## config.mk

```make
export PLATFORM = sky130hd
export DESIGN_NAME = instr_fetch
export DESIGN_NICKNAME = d
export VERILOG_FILES = /design/src/rtl/instr_fetch.sv
export SDC_FILE = /design/constraint.sdc
export NUM_CORES = 1
export LEC_CHECK = 0
export ABC_AREA = 1
export BUFFER_PORTS_ARGS = -buffer_cell sky130_fd_sc_hd__buf_2
export CAP_MARGIN = 10
export CELL_PAD_IN_SITES_DETAIL_PLACEMENT = 0
export CELL_PAD_IN_SITES_GLOBAL_PLACEMENT = 2
export CORE_UTILIZATION = 22
export DETAILED_ROUTE_END_ITERATION = 6
export GPL_ROUTABILITY_DRIVEN = 0
export GPL_TIMING_DRIVEN = 0
export PLACE_DENSITY_LB_ADDON = 0.1
export SETUP_SLACK_MARGIN = 0.05
export SLEW_MARGIN = 10
export SYNTH_ARGS = -nofsm -noshare
export SYNTH_HDL_FRONTEND = slang
export SYNTH_SLANG_ARGS = --single-unit
```

## constraint.sdc

```tcl
create_clock -name clock -period 2.9 [get_ports clock]
set_input_delay 0.145 -clock clock [delete_from_list [all_inputs] [get_ports clock]]
set_output_delay 0.145 -clock clock [all_outputs]
set_load 0.1 [all_outputs]
```

## src/rtl/instr_fetch.sv

```systemverilog
// rtl/instr_fetch.sv - MIPS fetch stage: PC, next-PC resolution, ROM addressing, sticky fault trap.
module instr_fetch #(
  parameter int          IMEM_AW  = 14,
  parameter logic [31:0] RESET_PC = 32'h0000_0000
) (
  input  logic               clock,
  input  logic               reset,
  input  logic               stall,
  input  logic               Jr,
  input  logic               Jmp,
  input  logic               Jal,
  input  logic               Branch,
  input  logic               nBranch,
  input  logic               Zero,
  input  logic [31:0]        Addr_result,
  input  logic [31:0]        Read_data_1,
  output logic [IMEM_AW-1:0] imem_addr,
  input  logic [31:0]        imem_data,
  output logic [31:0]        Instruction,
  output logic [31:0]        branch_base_addr,
  output logic [31:0]        link_addr,
  output logic [31:0]        pc_out,
  output logic               fetch_fault,
  output logic [31:0]        instr_count
);

  typedef enum logic {RUN, HALT} state_e;

  state_e      state_q;
  logic [31:0] pc_q, pc_d;
  logic [31:0] count_q;
  logic        fault_q;

  logic [31:0] pc_plus4;
  logic [31:0] target;
  logic        bad_target;
  logic        fault_now;
  logic        retire;

  always_comb begin
    pc_plus4    = pc_q + 32'd4;
    Instruction = (reset || state_q == HALT) ? 32'h0 : imem_data;

    if (Jr)
      target = Read_data_1;
    else if (Jmp || Jal)
      target = {pc_plus4[31:28], Instruction[25:0], 2'b00};
    else if ((Branch && Zero) || (nBranch && !Zero))
      target = Addr_result;
    else
      target = pc_plus4;

    // Misaligned, or beyond ROM depth (this also catches a PC+4 that runs off the end).
    bad_target = (target[1:0] != 2'b00) || ((target >> (IMEM_AW + 2)) != 32'd0);
    fault_now  = !reset && state_q == RUN && !stall && bad_target;
    retire     = !reset && state_q == RUN && !stall && !bad_target;

    if (reset)
      pc_d = RESET_PC;
    else if (state_q == HALT || stall || fault_now)
      pc_d = pc_q;
    else
      pc_d = target;
  end

  // ROM samples this address on the same edge that loads pc_d, so Instruction tracks PC with no bubble.
  assign imem_addr        = pc_d[IMEM_AW+1:2];
  assign branch_base_addr = pc_plus4;
  assign link_addr        = pc_plus4;
  assign pc_out           = pc_q;
  assign fetch_fault      = fault_q;
  assign instr_count      = count_q;

  always_ff @(posedge clock) begin
    if (reset) begin
      state_q <= RUN;
      pc_q    <= RESET_PC;
      fault_q <= 1'b0;
      count_q <= 32'd0;
    end else begin
      pc_q <= pc_d;
      if (fault_now) begin
        state_q <= HALT;
        fault_q <= 1'b1;
      end
      if (retire)
        count_q <= count_q + 32'd1;
    end
  end

endmodule

```

==> impl_metrics.env <==
export IMPL_status="finished, violations left"
export IMPL_violations="negative setup slack"
export IMPL_power_frac_seq_pct=22.3
export IMPL_drc=0
export IMPL_root_buffer="clkbuf_16"
export IMPL_synth_top_area_share_pct=23.1
export IMPL_fin_nets=1399
export IMPL_pwr_share_clk_pct=27.5
export IMPL_crit_required_ns=2.76
export IMPL_pre_cts_slack_ns=-0.862
export IMPL_grt_pass1_wl_mm=40.2
export IMPL_cts_tree="built"
export IMPL_synthFlopType="dfxtp_1"
export IMPL_wl_met2_mm=12.8
export IMPL_criticalPathCategory="reg -> out"
export IMPL_num_io_pins=280
export IMPL_ys_async_sr_fraction_pct=0
export IMPL_r2r_cells=22
export IMPL_hold_viol=0
export IMPL_dr_wl_met3_mm=1.49
export IMPL_synth_seq_cells=65
export IMPL_p_switching_mw=2.34
export IMPL_dp_cells=1575
export IMPL_p_int_mw=2.22
export IMPL_die_area_um2=26300
export IMPL_grt_pass1_vias=6854
export IMPL_fin_crit_ns=3.17
export IMPL_synth_top_area_cell="dfxtp_1"
export IMPL_routed_wirelength_mm=27.1
export IMPL_firstDrtPassIters=4
export IMPL_yosys_top_cells_area="dfxtp_1 (23%), nand2_1 (16%), nor2_1 (10%)"
export IMPL_fin_ws_ns=-0.274
export IMPL_setup_worst_path_start="pc_out[3]"
export IMPL_setup_viol=46
export IMPL_min_delay_path_class="in -> reg"
export IMPL_antenna_cells=0
export IMPL_crit_path_end_kind="output pin"
export IMPL_power_density_nw_per_um2=481
export IMPL_overflow=0
export IMPL_ys_types=37
export IMPL_period_share_pct=109
export IMPL_grt_max_degree=13
export IMPL_maxSlewViolCount=0
export IMPL_layout_area_overhead_vs_synth_pct=68.3
export IMPL_drtIter0Drc=327
export IMPL_hp_start="Read_data_1[20]"
export IMPL_r2r_slack_ns=-0.09
export IMPL_critPathArrivalTime_ns=3.03
export IMPL_leakage_nw=4.43
export IMPL_tightestPinTransition_ns=0.878
export IMPL_ant_nets=0
export IMPL_drive_gt1_share_pct=48.6
export IMPL_slew_headroom_pct=41.4
export IMPL_fp_dieH_um=162
export IMPL_yosysSeqAreaShare_pct=23.1
export IMPL_wl_per_cell_um=16.7
export IMPL_dr_total_vias=7275
export IMPL_avgSynthCellArea_um2=5.83
export IMPL_combPwrFrac_pct=50.1
export IMPL_antenna_found_initial=0
export IMPL_drv_cap=0
export IMPL_synth_edf_count=0
export IMPL_synthCells=966
export IMPL_tns_ns=-4.93
export IMPL_track_usage_pct=20.3
export IMPL_die_w_um=162
export IMPL_rows=58
export IMPL_top_layer_used="met4"
export IMPL_yosysWarnings=0
export IMPL_final_common_cell="buf_2"
export IMPL_startpoint_type="register"
export IMPL_p_total_mw=4.56
export IMPL_layout_common_cells="buf_2 (270), nand2_1 (173), inv_1 (108), nor2_1 (91), nand3_1 (66)"
export IMPL_ir_worst_vdd_v=0.000315
export IMPL_grt_setup_unrepaired="yes"
export IMPL_hpwlAfterDp_mm=21.9
export IMPL_fmax_mhz=315
export IMPL_clock_latency_ns=0.35
export IMPL_core_um2=25200
export IMPL_netSwitchingFraction_pct=51.3
export IMPL_cts_buffers=9
export IMPL_clkSlewWorstSetupHoldPaths_ns=0.06
export IMPL_hold_path_end="pc_out[20]"
export IMPL_n_fill_cell=2853
export IMPL_r2r_start="pc_out[3]"
export IMPL_wl_met1_mm=12.7
export IMPL_holdPathStages=5
export IMPL_port_buffers=279
export IMPL_post_drt_via_cell_ratio=4.47
export IMPL_skew_ns=0.00519
export IMPL_fin_cells=1627
export IMPL_start_util_pct=22.4
export IMPL_syn_num_nets=1073
export IMPL_clock_sinks=65
export IMPL_syn_area_um2=5640
export IMPL_r2r_end="instr_count[7]"
export IMPL_critPathMaxFanout=7
export IMPL_final_util_pct=37.7
export IMPL_cts_max_level=3
export IMPL_max_clock_path_buffers=2
[worst max-delay path: stages (launching register included)]
cell	delay [ns]
dfxtp_4	0.38
ha_4	0.18
nand2_4	0.05
nor2_4	0.12
nand2_4	0.10
nor2_4	0.22
nand2_4	0.09
xnor2_4	0.16
nand2_1	0.07
nand2_1	0.05
nand2_1	0.07
nand2_2	0.07
nor2_4	0.13
nand3_2	0.11
nand2_4	0.14
nand2_4	0.09
buf_8	0.18
nand2_2	0.08
nand2_4	0.06
nor2_4	0.13
buf_12	0.19
[worst max-delay path by stage]
stage | endpoint | cells after the start
2_1_floorplan | imem_addr[6] | 17
3_3_place_gp | imem_addr[8] | 18
3_5_place_dp | imem_addr[8] | 18
4_1_cts | imem_addr[11] | 20
5_1_grt | imem_addr[11] | 20
6_report | imem_addr[11] | 20
[state kept, by name (all words and copies together), names as in the netlist]
signal and flops:
instr_count 32, pc_out 32, state_q 1
[timing repair]
action / CTS / global route
pin swaps: 32 / 37
endpoints found under the hold margin: 0 / 0
resized for setup: 142 / 122
endpoints found under the setup margin: 81 / 74
hold buffers: 0 / 0
setup buffers: 32 / 9
cloned: 2 / 1
[area by class of cell]
cell class	instances	area (um^2)	area share (%)
multi-input cells	706	4420	46.6
repair buffers	318	1970	20.8
flip-flops and latches	65	1360	14.4
plain buffers	72	512	5.40
inverters	120	469	4.95
well taps	330	413	4.35
clock buffers	10	239	2.52
clock inverters	6	90.1	0.950
[cell usage after synthesis, types with 7 or more instances]
cell       number
nand2_1       242
nor2_1        152
inv_1         114
nand3_1        79
a21oi_1        67
dfxtp_1        65
buf_4          38
xor2_1         33
nor3_1         26
clkbuf_1       21
nand4_1        14
xnor2_1        12
a2bb2oi_1      10
o221ai_1       10
buf_2           9
nor4_1          8
or2_2           8
and2_1          7
[layer usage]
layer  GRT usage (%)  up-vias
met2            33.3      193
met1            27.7     3377
met3            4.14       12
met4            3.22        0
li1                -     3693
met5               0        -
[stage by stage]
step	hold WS (ns)	instance area, um^2
6_report	0.180	9480
5_1_grt	0.212	9480
4_1_cts	0.158	9040
3_5_place_dp	0.486	7920
3_3_place_gp	0.481	7920
2_1_floorplan	0.383	6110
[cells by family (layout without fill, tap and decap cells)]
group | Yosys count | count (layout) | share of synthesized area, %
AO/OA/AOI/OAI | 104 | 104 | 11.1
adder cells (fa/ha/maj) | 2 | 2 | 0.444
XOR/XNOR | 45 | 45 | 6.99
flip-flops | 65 | 65 | 23.1
AND/OR/NAND/NOR | 555 | 555 | 42.3
buffers and inverters | 195 | 526 | 16.1
[power groups by stage]
stage               clock, mW  combinational (mW)  sequential (mW)
floorplan                   0                1.47             1.32
global placement            0                2.15             1.04
detailed placement          0                2.15             1.04
CTS                      1.29                2.27             1.02
global route             1.32                2.39             1.03
finish                   1.26                2.29             1.02
No activity file was read; power rests on OpenSTA's default activity.
